**src/rtl/lcd_refresh_sched.sv**
```systemverilog
// rtl/lcd_refresh_sched.sv - HD44780 init and two-line refresh sequencer for timer/latched digits
// Optional leading-zero blanking of the frame snapshot: define LCD_LEAD_BLANK_EN.
module lcd_refresh_sched #(
    parameter int E_PULSE     = 12,
    parameter int CMD_WAIT    = 2000,
    parameter int CLR_WAIT    = 82000,
    parameter int PWR_WAIT    = 750000,
    parameter int REFRESH_GAP = 500000,
    parameter int WAIT_W      = 20
) (
    input  logic        clk,
    input  logic        rst,
    input  logic [35:0] t_lcd,
    input  logic [35:0] latch_lcd,
    output logic        lcd_rs,
    output logic        lcd_rw,
    output logic        lcd_e,
    output logic [7:0]  lcd_data,
    output logic        init_done,
    output logic        frame_done
);
    typedef enum logic [1:0] {ST_PWR, ST_INIT, ST_FRAME, ST_GAP} state_t;
    typedef enum logic [1:0] {PH_SETUP, PH_EHI, PH_WAIT} phase_t;

    localparam logic [WAIT_W-1:0] E_LAST   = WAIT_W'(E_PULSE - 1);
    localparam logic [WAIT_W-1:0] CMD_LAST = WAIT_W'((CMD_WAIT > 0) ? CMD_WAIT - 1 : 0);
    localparam logic [WAIT_W-1:0] CLR_LAST = WAIT_W'((CLR_WAIT > 0) ? CLR_WAIT - 1 : 0);
    localparam logic [WAIT_W-1:0] PWR_LAST = WAIT_W'((PWR_WAIT > 0) ? PWR_WAIT - 1 : 0);
    localparam logic [WAIT_W-1:0] GAP_LAST = WAIT_W'((REFRESH_GAP > 0) ? REFRESH_GAP - 1 : 0);
    localparam bit CMD_ZERO = (CMD_WAIT == 0);
    localparam bit CLR_ZERO = (CLR_WAIT == 0);
    localparam bit PWR_ZERO = (PWR_WAIT == 0);
    localparam bit GAP_ZERO = (REFRESH_GAP == 0);

    state_t            r_state, w_state_nx;
    phase_t            r_phase, w_phase_nx;
    logic [WAIT_W-1:0] r_cnt, w_cnt_nx;
    logic [3:0]        r_idx, w_idx_nx;
    logic [35:0]       r_snap_t, r_snap_l;
    logic [35:0]       w_snap_t, w_snap_l;
    logic              r_lcd_rs, r_lcd_e, r_init_done, r_frame_done;
    logic [7:0]        r_lcd_data;
    logic              w_load, w_fd, w_end, w_last, w_wait_zero, w_bus_nx;
    logic [WAIT_W-1:0] w_wait_last;
    logic [8:0]        w_code;

`ifdef LCD_LEAD_BLANK_EN
    // Blank '0' codes from the MSD down until the first non-'0'; the LSD always shows.
    function automatic logic [35:0] f_blank(input logic [35:0] c);
        logic [35:0] r;
        logic        lead;
        r    = c;
        lead = 1'b1;
        for (int i = 3; i >= 1; i--) begin
            if (lead && c[i*9 +: 9] == 9'h130) r[i*9 +: 9] = 9'h120;
            else                               lead = 1'b0;
        end
        return r;
    endfunction
    assign w_snap_t = f_blank(t_lcd);
    assign w_snap_l = f_blank(latch_lcd);
`else
    assign w_snap_t = t_lcd;
    assign w_snap_l = latch_lcd;
`endif

    always_comb begin
        w_wait_last = CMD_LAST;
        w_wait_zero = CMD_ZERO;
        if (r_state == ST_INIT && r_idx == 4'd2) begin
            w_wait_last = CLR_LAST;
            w_wait_zero = CLR_ZERO;
        end
        w_last = (r_state == ST_INIT) ? (r_idx == 4'd3) : (r_idx == 4'd9);
    end

    always_comb begin
        w_state_nx = r_state;
        w_phase_nx = r_phase;
        w_cnt_nx   = r_cnt + WAIT_W'(1);
        w_idx_nx   = r_idx;
        w_load     = 1'b0;
        w_fd       = 1'b0;
        w_end      = 1'b0;
        case (r_state)
            ST_PWR: begin
                if (PWR_ZERO || r_cnt == PWR_LAST) begin
                    w_state_nx = ST_INIT;
                    w_phase_nx = PH_SETUP;
                    w_idx_nx   = 4'd0;
                    w_cnt_nx   = '0;
                end
            end
            ST_GAP: begin
                if (r_cnt == GAP_LAST) begin
                    w_state_nx = ST_FRAME;
                    w_phase_nx = PH_SETUP;
                    w_idx_nx   = 4'd0;
                    w_cnt_nx   = '0;
                    w_load     = 1'b1;
                end
            end
            default: begin
                case (r_phase)
                    PH_SETUP: begin
                        w_phase_nx = PH_EHI;
                        w_cnt_nx   = '0;
                    end
                    PH_EHI: begin
                        if (r_cnt == E_LAST) begin
                            if (w_wait_zero) begin
                                w_end = 1'b1;
                            end else begin
                                w_phase_nx = PH_WAIT;
                                w_cnt_nx   = '0;
                            end
                        end
                    end
                    default: if (r_cnt == w_wait_last) w_end = 1'b1;
                endcase
            end
        endcase
        // End of a write: advance the index, or hand over to the next frame/gap.
        if (w_end) begin
            w_cnt_nx   = '0;
            w_phase_nx = PH_SETUP;
            if (!w_last) begin
                w_idx_nx = r_idx + 4'd1;
            end else begin
                w_idx_nx = 4'd0;
                if (r_state == ST_FRAME) begin
                    w_fd = 1'b1;
                    if (GAP_ZERO) w_load = 1'b1;
                    else          w_state_nx = ST_GAP;
                end else begin
                    w_state_nx = ST_FRAME;
                    w_load     = 1'b1;
                end
            end
        end
    end

    assign w_bus_nx = (w_state_nx == ST_INIT) || (w_state_nx == ST_FRAME);

    always_comb begin
        w_code = 9'h000;
        if (w_state_nx == ST_INIT) begin
            case (w_idx_nx)
                4'd0:    w_code = 9'h038;
                4'd1:    w_code = 9'h00C;
                4'd2:    w_code = 9'h001;
                default: w_code = 9'h006;
            endcase
        end else if (w_state_nx == ST_FRAME) begin
            case (w_idx_nx)
                4'd1:    w_code = r_snap_t[35:27];
                4'd2:    w_code = r_snap_t[26:18];
                4'd3:    w_code = r_snap_t[17:9];
                4'd4:    w_code = r_snap_t[8:0];
                4'd5:    w_code = 9'h0C0;
                4'd6:    w_code = r_snap_l[35:27];
                4'd7:    w_code = r_snap_l[26:18];
                4'd8:    w_code = r_snap_l[17:9];
                4'd9:    w_code = r_snap_l[8:0];
                default: w_code = 9'h080;
            endcase
        end
    end

    always_ff @(posedge clk) begin
        if (rst) begin
            r_state      <= ST_PWR;
            r_phase      <= PH_SETUP;
            r_cnt        <= '0;
            r_idx        <= 4'd0;
            r_snap_t     <= '0;
            r_snap_l     <= '0;
            r_lcd_rs     <= 1'b0;
            r_lcd_data   <= 8'h00;
            r_lcd_e      <= 1'b0;
            r_init_done  <= 1'b0;
            r_frame_done <= 1'b0;
        end else begin
            r_state      <= w_state_nx;
            r_phase      <= w_phase_nx;
            r_cnt        <= w_cnt_nx;
            r_idx        <= w_idx_nx;
            r_lcd_e      <= w_bus_nx && (w_phase_nx == PH_EHI);
            r_init_done  <= r_init_done || (w_state_nx == ST_FRAME);
            r_frame_done <= w_fd;
            if (w_load) begin
                r_snap_t <= w_snap_t;
                r_snap_l <= w_snap_l;
            end
            // Bus only changes at SETUP, so RS/data stay put through E and the wait.
            if (w_bus_nx && w_phase_nx == PH_SETUP) begin
                r_lcd_rs   <= w_code[8];
                r_lcd_data <= w_code[7:0];
            end
        end
    end

    assign lcd_rs     = r_lcd_rs;
    assign lcd_rw     = 1'b0;
    assign lcd_e      = r_lcd_e;
    assign lcd_data   = r_lcd_data;
    assign init_done  = r_init_done;
    assign frame_done = r_frame_done;
endmodule

```
**config.mk**
```make
export PLATFORM = sky130hd
export DESIGN_NAME = lcd_refresh_sched
export DESIGN_NICKNAME = d
export VERILOG_FILES = /design/src/rtl/lcd_refresh_sched.sv
export SDC_FILE = /design/constraint.sdc
export NUM_CORES = 1
export LEC_CHECK = 0
export CAP_MARGIN = 0
export CORE_MARGIN = 4
export CORE_UTILIZATION = 40
export CTS_CLUSTER_SIZE = 12
export DETAILED_ROUTE_END_ITERATION = 12
export DONT_BUFFER_PORTS = 1
export GPL_TIMING_DRIVEN = 0
export PLACE_DENSITY_LB_ADDON = 0.25
export SYNTH_ARGS = -nofsm -noshare
export SYNTH_HDL_FRONTEND = slang
export SYNTH_SLANG_ARGS = --single-unit
```
**constraint.sdc**
```tcl
create_clock -name clk -period 3.47 [get_ports clk]
set_clock_uncertainty 0.2 [all_clocks]
set_input_delay 0.5205 -clock clk [delete_from_list [all_inputs] [get_ports clk]]
set_output_delay 0.5205 -clock clk [all_outputs]
set_load 0.01 [all_outputs]
```
# After elaboration in Yosys (flattened, before gate mapping)
# Index checks and enable logic that the tools add are counted.
[op_classes]
add_sub_neg = 2
n_eq_ne = 23
mux = 37
n_bitwise = 2
reduce_logical = 13
[ops]
columns = ["operator", "count"]
rows = [
  ["$pmux 9 s9", 1],
  ["$pmux 20 s2", 2],
  ["$mux 20", 3],
  ["$add 20x1->20 const B", 1],
  ["$eq 20x17->1", 1],
  ["$eq 20x19->1 const B", 1],
  ["$eq 20x20->1 const B", 1],
  ["$eq 20x4->1 const B", 1],
  ["$mux 9", 2],
  ["$pmux 6 s3", 1],
  ["$mux 17", 1],
  ["$eq 4x2->1 const B", 4],
  ["$eq 4x3->1 const B", 4],
  ["$mux 2", 8],
  ["$mux 4", 4],
  ["$eq 4x4->1 const B", 3],
  ["$pmux 2 s2", 3],
  ["$mux 1", 11],
  ["$eq 2x1->1 const B", 4],
  ["$pmux 4 s2", 1],
  ["$eq 2x2->1 const B", 3],
  ["$logic_not 2->1", 3],
  ["$reduce_or 2->1", 3],
  ["$add 4x1->4 const B", 1],
  ["other kinds (6)", 10],
]
[totals]
register_bits = 112
in_bits = 74
out_inout_bits = 13
wordCells = 88

# Longest topological paths before layout
# Gate-level depths: netlist (run 1).
[depth]
word_depth = 12
depth_mapped = 16
ltp_nobuf = 15

# Worst setup path before layout (run 1)
# OpenSTA, ideal clock, no wires.
[synth_path]
path_kind = "flip-flop to flip-flop"
from = "reg r_idx[0]"
to = "reg r_lcd_data[6], in the netlist lcd_data[6]"
setup_time_ns = 0.091
arrival_ns = 3.528
t_required_ns = 3.179
slack_ns = -0.349
stages_incl_launch_ff = 16
n_path_buf = 1
synth_period_minus_slack_ns = 3.819
cell_sequence = "dfxtp_1 > clkbuf_1 > inv_1 > ha_1 > nor4bb_1 > nand4b_1 > a211oi_1 > nand2_1 > o21ai_0 > ha_1 > inv_1 > o21ai_2 > nor3b_1 > o221a_2 > a21oi_1 > a311oi_1"
[synth_via]
elab_chain_len = 12
elab_cells_between_ends = 36
classes_between = "add/sub (1); eq/ne (15); mux (16); reduce/logical (4)"
[synth_rtl]
columns = ["element", "line", "text"]
rows = [
  ["from (decl)", "38", "logic [3:0] r_idx, w_idx_nx;"],
  ["from (signal assigned)", "187", "r_idx <= w_idx_nx;"],
  ["$eq 4x2->1", "70", "if (r_state == ST_INIT && r_idx == 4'd2) begin"],
  ["$logic_and 1x1->1", "70", ""],
  ["$mux 17", "70", ""],
  ["$eq 20x17->1", "119", "default: if (r_cnt == w_wait_last) w_end = 1'b1;"],
  ["$mux 1", "119", ""],
  ["$mux 1", "-", ""],
  ["$mux 1", "85", "case (r_state)"],
  ["$mux 4", "124", "if (w_end) begin"],
  ["$eq 4x4->1 (tied with other cells)", "155", "case (w_idx_nx)"],
  ["$pmux 9 s9", "155", ""],
  ["$mux 9", "154", "end else if (w_state_nx == ST_FRAME) begin"],
  ["$mux 9", "147", "if (w_state_nx == ST_INIT) begin"],
  ["to (signal assigned)", "198", "r_lcd_data <= w_code[7:0];"],
  ["to (decl)", "42", "logic [7:0] r_lcd_data;"],
]
# Parallel ways exist; a longest one is shown, timed or not.
# A chain may end at the register's enable or synchronous reset.

# Worst setup path in the final report (run 1)
[layout_path]
from = "reg r_cnt[15]"
to = "reg r_lcd_data[4], in the netlist lcd_data[4]"
[layout_via]
elab_chain_len = 9
elab_cells_between_ends = 41
classes_between = "eq/ne (15); mux (22); reduce/logical (4)"
[layout_rtl]
columns = ["element", "line", "text"]
rows = [
  ["from (decl)", "37", "logic [WAIT_W-1:0] r_cnt, w_cnt_nx;"],
  ["from (signal assigned)", "186", "r_cnt <= w_cnt_nx;"],
  ["$eq 20x17->1", "119", ""],
  ["$mux 1", "119", ""],
  ["$mux 1", "-", ""],
  ["$mux 1", "85", ""],
  ["$mux 4", "124", ""],
  ["$eq 4x4->1 (tied with other cells)", "155", ""],
  ["$pmux 9 s9", "155", ""],
  ["$mux 9", "154", ""],
  ["$mux 9", "147", ""],
]
# Parallel ways exist; a longest one is shown, timed or not.

==> reports/qor.tcl, run 1 <==
set qor(synth_area_um2) 5270
set qor(clock_path_buffers) 2
set qor(ff2ff_setup_slack_ps) 70
set qor(clock_latency_ps) 360
set qor(power.density_nw_per_um2) 387
set qor(criticalPathCategory) {flip-flop to flip-flop}
set qor(ioPinCount) 87
set qor(cts_hold_buf) 0
set qor(yosys_warnings) 0
set qor(synth.lib_cells_used.distinct) 72
set qor(remaining_drc_errors) 0
set qor(core_area_um2) 12800
set qor(postSynthNetCount) 753
set qor(wl_per_cell_um) 18.6
set qor(grt_pass1_vias) 4783
set qor(hold_viol_final) 0
set qor(tritoncts.num_buffers) 9
set qor(tritoncts) {yes}
set qor(reg2reg_to) {lcd_data[4]}
set qor(outcome) {complete, no violations}
set qor(relative_slew_slack_pct) 50.5
set qor(synthToLayoutAreaGrowth_pct) 20.0
set qor(timing.critical_path.slowest_cell_delay_ps) 560
set qor(wire_length_of_the_first_global_routing_pass_um) 25400
set qor(synth-seq-cells) 112
set qor(critical_path.slowest_cell) {sky130_fd_sc_hd__or4_4}
set qor(count_of_buffers_inserted_at_the_top_level_ports) 0
set qor(synth-async-reset-ratio_pct) 0
set qor(min-delay-start) {t_lcd[27]}
set qor(grt_start_max_net_pins) 18
set qor(worst-path-max-fanout) 8
set qor(cellLeakagePower_nw) 2.07
set qor(crit_arrival_ps) 3420
set qor(setup_slack_ps) 68.1
set qor(rr_startpoint) {r_cnt[15]}
set qor(netlist_instances) 669
set qor(wl_um) 16500
set qor(overall_routing_resource_usage_pct) 21.9
set qor(holdPathEnd) {r_snap_t[27]}
set qor(path_cells) {or3_1 > or4_4 > o21a_4 > o21a_4 > a21oi_4 > mux2_4 > a221o_1 > o31ai_2 > a21oi_1}
set qor(pre_cts_ws_ps) -822
set qor(startpoint_type) {flip-flop}
set qor(clockRootBuffer) {sky130_fd_sc_hd__clkbuf_16}
set qor(initial_core_util_pct) 41.3
set qor(dr.first_iter.drc_count) 438
set qor(synth_enable_flop_cells) 0
set qor(fmaxAchievable_mhz) 294
set qor(drt_via_density) 5.68
set qor(post_synth.cell_area_avg_um2) 7.88
set qor(tns_ps) 0
set qor(fill_cells) 1214
set qor(overflow) 0
set qor(grt_setup_unrepaired) {true}
set qor(dr_pass1_iterations) 5
set qor(cts.sink_count) 112
set qor(period_needed_ps) 3400
set qor(cpMostUsedCell) {sky130_fd_sc_hd__o21a_4}
set qor(vias) 5013
set qor(timing.hold.worst_path_depth) 2
set qor(place.gp.congestion) 0.935
set qor(layout_common_cells) {sky130_fd_sc_hd__nand2_1, sky130_fd_sc_hd__dfxtp_1, sky130_fd_sc_hd__a21oi_1}
set qor(critical_path_required_ps) 3490
set qor(maxSlewViolCount) 0
set qor(ctsHtreeMaxLevel) 3
set qor(fin_nets) 791
set qor(vdd_ir_drop_max_mv) 0.416
set qor(layout.cells.most_common) {sky130_fd_sc_hd__nand2_1}
set qor(post_route_cells_drive_above_1_share_pct) 16.2
set qor(design.die.area_um2) 15100
set qor(number_of_antenna_violations_at_the_first_check_in_global_routing) 0
set qor(synth_ff_type) {sky130_fd_sc_hd__dfxtp_1}
set qor(maximum_capacitance_violations) 0
set qor(total_power_mw) 2.45
set qor(tightest_slew_ps) 742
set qor(detailed_place_hpwl_um) 12100
set qor(period_share_pct) 98.0
set qor(hp-class) {input pin to flip-flop}
set qor(route.antenna.remaining_nets) 0
set qor(seq_area_frac_synth_pct) 42.5
set qor(clkSlewWorstSetupHoldPaths_ps) 80
set qor(num_rows) 41
set qor(cp-end-kind) {flip-flop}
set qor(worst_r2r_path_depth) 9
set qor(n_antenna_cell) 0
set qor(fp.dieW_um) 123
set qor(die_height_um) 123
set qor(final-setup-viol-count) 0
==> metrics by stage <==
stage	std cells	area [µm²]	hold slack (ps)	utilization [%]
finish	883	6330	99.6	49.5
global route	883	6330	80.8	49.5
CTS	867	6060	89.7	47.4
detailed placement	842	5510	245	43.1
global placement	841	5500	240	43.1
floorplan	669	5290	228	-
==> registers in the layout, summed over array words and instances (netlist names), 2 cells and up <==
register  cells
r_idx         4
r_phase       2
r_state       2
r_cnt        20
lcd_data      8
r_snap_t     36
r_snap_l     36
==> where the power goes <==
group | total [mW] | internal [mW] | switching, mW
clock | 1.12 | 0.652 | 0.467
sequential | 1.29 | 1.29 | 0.00343
combinational | 0.0405 | 0.00933 | 0.0312
==> how the worst max path moves through the flow <==
| stage | end | depth (start not counted) | from | slack, ps |
|---|---|---|---|---|
| after floorplan | lcd_data[6] | 15 | r_idx[0] | 20 |
| after global placement | lcd_data[6] | 15 | r_idx[0] | -840 |
| after detailed placement | lcd_data[6] | 15 | r_idx[0] | -820 |
| after CTS | lcd_data[6] | 16 | r_idx[0] | -20 |
| after global routing | lcd_data[6] | 14 | r_cnt[0] | -50 |
| final | lcd_data[4] | 9 | r_cnt[15] | 70 |
==> metal layers <==
metal	global-route usage [%]	routed length, µm	up-vias
met4	6.79	387	0
met3	5.71	1190	35
met5	0	0	-
met1	28.2	6990	2358
met2	35.9	7880	202
li1	-	-	2418
==> cells in the mapped netlist (4+ instances only) <==
cell                       number  area, µm²
sky130_fd_sc_hd__nand3_1       22        110
sky130_fd_sc_hd__xor2_1         8       70.1
sky130_fd_sc_hd__a31oi_1        5       31.3
sky130_fd_sc_hd__nand4_1       10       62.6
sky130_fd_sc_hd__o31ai_1        4       30.0
sky130_fd_sc_hd__and3_1         6       37.5
sky130_fd_sc_hd__o21ai_0       11       55.1
sky130_fd_sc_hd__ha_1          10        125
sky130_fd_sc_hd__inv_1          8       30.0
sky130_fd_sc_hd__nor4bb_1       4       40.0
sky130_fd_sc_hd__nand2_1      169        634
sky130_fd_sc_hd__a22oi_1        5       37.5
sky130_fd_sc_hd__nor3_1        12       60.1
sky130_fd_sc_hd__a21oi_1       96        480
sky130_fd_sc_hd__xnor2_1       10       87.6
sky130_fd_sc_hd__clkbuf_1      34        128
sky130_fd_sc_hd__nor2_1        49        184
sky130_fd_sc_hd__dfxtp_1      112       2240
sky130_fd_sc_hd__a22o_1         5       43.8
==> layout make-up <==
| class | instances | area, µm² | share of cell area, % |
|---|---|---|---|
| multi-input combinational | 508 | 3090 | 48.8 |
| sequential | 112 | 2250 | 35.6 |
| clock buffer | 11 | 243 | 3.84 |
| timing repair buffer | 28 | 221 | 3.50 |
| tap | 172 | 215 | 3.40 |
| buffer | 40 | 200 | 3.16 |
| clock inverter | 4 | 76.3 | 1.21 |
| inverter | 8 | 30.0 | 0.475 |
==> critical path, delay by kind of cell, from the launching register on <==
family,cells,cell delay (ps)
flops,1,360
mux,1,360
compound gates,6,1400
simple gates,2,940
==> cells by family (layout without fill, tap and decap cells) <==
| family | Yosys count | after routing | synth area share [%] |
|---|---|---|---|
| other | 1 | 1 | 0.0711 |
| DFF | 112 | 112 | 42.5 |
| xor gates and xnor gates | 18 | 18 | 2.99 |
| adders and majority gates | 10 | 10 | 2.37 |
| buffers and inverters | 49 | 91 | 4.11 |
| AOI/OAI and AO/OA | 175 | 175 | 21.6 |
| and+or+nand+nor | 299 | 299 | 25.3 |
| muxes | 5 | 5 | 1.02 |
==> repair_timing <==
item	4_1_cts	5_1_grt
setup endpoints to repair	81	79
pin swaps	9	19
gates cloned	0	1
buffers inserted	10	16
gates resized for setup	36	38
(Power assumes the default switching activity.)
==> run 2, diff against run 1 <==
--- a/config.mk
+++ b/config.mk
@@ -13,6 +13,8 @@
 export DONT_BUFFER_PORTS = 1
 export GPL_TIMING_DRIVEN = 0
 export PLACE_DENSITY_LB_ADDON = 0.25
+export REMOVE_ABC_BUFFERS = 1
+export SLEW_MARGIN = 20
 export SYNTH_ARGS = -nofsm -noshare
 export SYNTH_HDL_FRONTEND = slang
 export SYNTH_SLANG_ARGS = --single-unit
==> run 2 against run 1 <==
Net effect: the flow now finishes with violations (negative setup slack); hold slack got worse by 76 ps; non-clock buffer count decreased by 28; critical path depth rose by 2; wire length down 6.8%; die area stayed put; via count fell by 2.8%; highest routed layer unchanged.
==> reports/qor.tcl, run 2 (synthesis results as in run 1) <==
set qor(outcome) {finished, violations left}
set qor(violated_checks) {negative setup slack}
set qor(cpLargestDelayFamily) {compound AO/OA/AOI/OAI gates}
set qor(overall_routing_resource_usage_pct) 20.0 ;# -1.9 points
set qor(ff2ff_setup_slack_ps) -10 ;# -80 ps
set qor(rr_startpoint) {r_cnt[1]}
set qor(crit_arrival_ps) 3530 ;# +110 ps
set qor(worst_r2r_path_depth) 11 ;# +2
set qor(clock_path_buffers) 2 ;# unchanged
set qor(layout_common_cells) {sky130_fd_sc_hd__nand2_1, sky130_fd_sc_hd__dfxtp_1, sky130_fd_sc_hd__a21oi_1}
set qor(path_cells) {ha_2 > nor4bb_1 > nor4bb_2 > a41oi_2 > buf_4 > o2111ai_1 > nand2_2 > a222oi_1 > nor2_1 > a221oi_2 > a31oi_1}
set qor(n_antenna_cell) 0 ;# unchanged
set qor(hold_viol_final) 0 ;# unchanged
set qor(cts_hold_buf) 0 ;# unchanged
set qor(fmaxAchievable_mhz) 287 ;# -2.3%
set qor(wl_um) 15300 ;# -6.8%
set qor(period_share_pct) 100 ;# +2.4 points
set qor(cp_num_cells) 11 ;# +2
set qor(dr.first_iter.drc_count) 420 ;# -4.1%
set qor(hp-class) {input pin to flip-flop}
set qor(route.antenna.remaining_nets) 0 ;# unchanged
set qor(num_rows) 41 ;# unchanged
set qor(detailed_place_hpwl_um) 9850 ;# -18%
set qor(period_needed_ps) 3480 ;# +81.7 ps
set qor(clock_latency_ps) 360 ;# about the same
set qor(maxSlewViolCount) 0 ;# unchanged
set qor(clkSlewWorstSetupHoldPaths_ps) 80 ;# about the same
set qor(pre_cts_ws_ps) -1350 ;# -524 ps
set qor(reg2reg_to) {lcd_rs}
set qor(wl_per_cell_um) 17.8 ;# -4.2%
set qor(layout.cells.most_common) {sky130_fd_sc_hd__nand2_1}
set qor(tritoncts) {yes}
set qor(ctsHtreeMaxLevel) 3 ;# unchanged
set qor(timing.hold.worst_path_depth) 1 ;# -1
set qor(number_of_antenna_violations_at_the_first_check_in_global_routing) 0 ;# unchanged
set qor(fp.dieW_um) 123 ;# unchanged
set qor(design.die.area_um2) 15100 ;# unchanged
set qor(place.gp.congestion) 0.888 ;# -5.0%
set qor(final-setup-viol-count) 1 ;# +1
set qor(critical_path_required_ps) 3510 ;# +20 ps
set qor(wire_length_of_the_first_global_routing_pass_um) 23600 ;# -7.4%
set qor(overflow) 0 ;# unchanged
set qor(top_regs) {r_snap_l x36, r_snap_t x36, r_cnt x20}
set qor(post_route_cells_drive_above_1_share_pct) 17.6 ;# +1.4 points
set qor(maximum_capacitance_violations) 0 ;# unchanged
set qor(core_area_um2) 12800 ;# unchanged
set qor(criticalPathCategory) {flip-flop to flip-flop}
set qor(vias) 4875 ;# -2.8%
set qor(count_of_buffers_inserted_at_the_top_level_ports) 0 ;# unchanged
set qor(remaining_drc_errors) 0 ;# unchanged
set qor(relative_slew_slack_pct) 49.9 ;# -0.62 points
set qor(cellLeakagePower_nw) 2.05 ;# -0.80%
set qor(tritoncts.num_buffers) 9 ;# unchanged
set qor(total_power_mw) 2.36 ;# -3.8%
set qor(setup.worst_path.start) {r_cnt[1]}
set qor(grt_pass1_vias) 4666 ;# -2.4%
set qor(initial_core_util_pct) 41.3 ;# unchanged
set qor(tightest_slew_ps) 750 ;# +7.18 ps
set qor(holdPathEnd) {r_snap_t[12]}
set qor(fin_nets) 766 ;# -3.2%
set qor(critical_path.slowest_cell) {sky130_fd_sc_hd__a222oi_1}
set qor(startpoint_type) {flip-flop}
set qor(vdd_ir_drop_max_mv) 0.291 ;# -30%
set qor(worst-path-max-fanout) 10 ;# +2
set qor(setup_slack_ps) -13.6 ;# -81.7 ps
set qor(cts.sink_count) 112 ;# unchanged
set qor(ioPinCount) 87 ;# unchanged
set qor(worstPathBufferInverterCount) 1 ;# +1
set qor(fill_cells) 1213 ;# -0.082%
set qor(synthToLayoutAreaGrowth_pct) 19.5
set qor(cp-end-kind) {flip-flop}
set qor(dr_pass1_iterations) 5 ;# unchanged
set qor(clockRootBuffer) {sky130_fd_sc_hd__clkbuf_16}
set qor(min-delay-start) {rst}
set qor(die_height_um) 123 ;# unchanged
set qor(grt_start_max_net_pins) 91 ;# +73
set qor(power.density_nw_per_um2) 374 ;# -3.4%
set qor(timing.critical_path.slowest_cell_delay_ps) 530 ;# -30 ps
set qor(drt_via_density) 5.68 ;# about the same
-- run 2: cell types whose count changed in the layout (fill, tap and decap cells not counted), sizes merged --
cell      before  now
clkbuf        44   11
bufinv         2    0
a22oi          6    7
clkinv         0    1
a21oi         97   98
buf           35   40
inv            9   12
o21a           4    5
clkinvlp       1    0
-- run 2: what timing repair did --
action / 4_1_cts / 5_1_grt
endpoints found under the setup margin: 50 / 9
resized for setup: 38 / 29
hold endpoints to repair: 0 / 0
pin swaps: 11 / 14
gates cloned: 2 / 1
buffers inserted: 23 / 13
-- run 2: through the flow --
stage | hold slack (ps) | instances | utilization [%] | area [µm²] | TNS [ps]
2_1_floorplan | 222 | 628 | - | 5090 | -98510
3_3_place_gp | 232 | 800 | 41.5 | 5300 | -196230
3_5_place_dp | 236 | 804 | 42.3 | 5410 | -16760
4_1_cts | 9.86 | 845 | 47.5 | 6070 | 0
5_1_grt | 1.48 | 859 | 49.3 | 6300 | -947
6_report | 23.6 | 859 | 49.3 | 6300 | -13.6
-- run 2: final cells by class --
class / count / area, µm² / share of cell area [%]
clock inverter: 5 / 46.3 / 0.735
tap: 172 / 215 / 3.42
sequential: 112 / 2260 / 35.8
inverter: 8 / 30.0 / 0.477
timing repair buffer: 40 / 358 / 5.68
multi-input combinational: 511 / 3140 / 49.8
clock buffer: 11 / 253 / 4.01
-- run 2: layer usage --
metal / vias up / wire length, µm / track usage (%)
li1: 2368 / - / -
met1: 2292 / 6800 / 26.1
met2: 201 / 7110 / 31.1
met3: 14 / 1280 / 7.74
met4: 0 / 148 / 4.76
met5: - / 0 / 0
-- run 2: how the worst max path moves through the flow --
| stage | slack [ps] | end |
|---|---|---|
| floorplan | -1340 | r_snap_l[0] |
| global placement | -2850 | r_snap_t[32] |
| detailed placement | -1350 | lcd_data[6] |
| CTS | 6 | lcd_rs |
| global route | -140 | lcd_rs |
| finish | -10 | lcd_rs |
-- run 2: where the power goes --
part           leakage, nW  switching [mW]  internal (mW)
Sequential           0.906         0.00311           1.28
Combinational        0.998         0.00991        0.00582
Clock                0.149           0.510          0.542
Total                 2.05           0.523           1.83
==> edit: new RTL, settings of run 2 <==
Encoding of `phase_t`: now one-hot (3 bits for 3 values).
--- a/src/rtl/lcd_refresh_sched.sv
+++ b/src/rtl/lcd_refresh_sched.sv
@@ -20,7 +20,7 @@
     output logic        frame_done
 );
     typedef enum logic [1:0] {ST_PWR, ST_INIT, ST_FRAME, ST_GAP} state_t;
-    typedef enum logic [1:0] {PH_SETUP, PH_EHI, PH_WAIT} phase_t;
+    typedef enum logic [2:0] {PH_SETUP = 3'b001, PH_EHI = 3'b010, PH_WAIT = 3'b100} phase_t;
 
     localparam logic [WAIT_W-1:0] E_LAST   = WAIT_W'(E_PULSE - 1);
     localparam logic [WAIT_W-1:0] CMD_LAST = WAIT_W'((CMD_WAIT > 0) ? CMD_WAIT - 1 : 0);
Formal check against the unedited RTL: no difference found for any inputs over 10 cycles, from zero or initial values and one cycle with rst high; not proved beyond that.
==> edit against run 2 <==
Hold slack lost 12 ps; critical path depth grew 2; non-clock buffer count shrank 6; sequential cell count grew 1; global-route usage shrank 0.71 points; largest cell class unchanged; synthesized area grew 3.6%; design area grew 6.1%; setup slack gained 18 ps; utilization grew 0.93 points; wire length shrank 3.1%; highest routed layer unchanged; critical endpoint is now lcd_data[4].
Power is not compared: it rests on default switching activity, and its combinational part moved more than twofold at a synthesized area within 25%.
==> edit: results (changes against run 2) <==
[status]
run_status=finished clean

[place]
pre_cts_slack_ps=-775.2  ; +570.8 ps
placed_cell_area_um2=5630  ; +4.1%
hpwl_um=9360  ; -5.0%

[setup_path]
cp_max_fo=5  ; -5
critPathArrivalTime_ps=3610  ; +80 ps
cpPeakStageDelay_ps=360  ; -170 ps
slowest_stage=dfxtp_4

[yosys]
synth_common_cells=nand2_1 (170), dfxtp_1 (113), a21oi_1 (90)
ys_seq_area_share_pct=41.42  ; -1.1 points
synth_seq_cells=113  ; +0.89%
synthDistinctLibCells=75  ; +4.2%
synth.top_cells.by_area=dfxtp_1 (41%), nand2_1 (12%), a21oi_1 (8.2%)

[cells_and_area]
nMultiInputCombCells=518  ; +1.4%
nets=780  ; +1.8%
fin_area_um2=6683  ; +6.1%
n_all_buffers=34  ; -15%
fillers=1226  ; +1.1%
syn2layout_area_growth_pct=22.36
buf_share_pct=5.261  ; -0.42 points
drive_above_1_share_pct=16.93  ; -0.69 points

[global_route]
grt_pass1_wl_um=24210  ; +2.8%
grt_pass1_vias=4845  ; +3.8%
grt_max_degree=86  ; -5.5%

[drt]
initialDrtViolationCount=328  ; -22%
routed_wirelength_um=14850  ; -3.1%
drt-wirelength-per-cell_um=16.78  ; -5.9%
vias=4901  ; +0.53%

[clock_tree]
htree_num_levels=4  ; +1
worstSkewPairLatency_ps=420  ; +60 ps
clk_pin_slew_worst_paths_ps=60  ; -20 ps

[timing]
slew_headroom_pct=46.40  ; -3.5 points

==> edit: cell count changes after synthesis, moves of 4 or more <==
cell | before | now
a21oi_1 | 96 | 90
inv_1 | 8 | 12
nor3_1 | 12 | 17
xor2_1 | 8 | 13
o22ai_1 | 0 | 8
buf_2 | 2 | 8
mux2i_1 | 2 | 17
nand3_1 | 22 | 11
==> edit: cell families after synthesis <==
group / Yosys count / share of synthesized area [%]
buffers and inverters: 58 / 4.513
other: 1 / 0.06866
XOR/XNOR: 20 / 3.207
multiplexers: 20 / 3.734
adder cells (fa/ha/maj): 10 / 2.291
flip-flops: 113 / 41.42
AO/OA/AOI/OAI: 163 / 18.99
AND/OR/NAND/NOR: 303 / 25.77
==> edit: metal layers <==
metal / vias up / GRT usage (%) / wire length [µm]
met3: 23 / 6.732 / 970
met1: 2310 / 24.75 / 6582
met4: 0 / 6.824 / 255
li1: 2426 / - / -
met2: 142 / 30.03 / 7045
met5: - / 0 / 0
==> edit: worst max-delay path, delay by kind of cell, from the launching register on <==
kind,cells,cell delay [ps]
AOI/OAI and AO/OA,5,1320
and+or+nand+nor,3,840
adders and majority gates,2,440
DFF,1,360
buffers and inverters,3,220
==> edit: worst paths after layout <==
path / startpoint / to / slack (ps) / depth (start not counted)
worst max-delay path: r_state[1] / lcd_data[4] / 4 / 13
worst min-delay path: rst / lcd_rs / 10 / 1
worst max register to register: r_state[1] / lcd_data[4] / 4 / 13
worst min register to register: r_snap_l[24] / r_snap_l[24] / 250 / 2
==> edit: timing repair <==
action                                  4_1_cts  5_1_grt
gates cloned                                  1        0
pin swaps                                     8       13
endpoints found under the setup margin        9        9
hold buffers                                  2        1
buffers inserted                             15       11
hold endpoints to repair                     85        1
resized for setup                            29       26
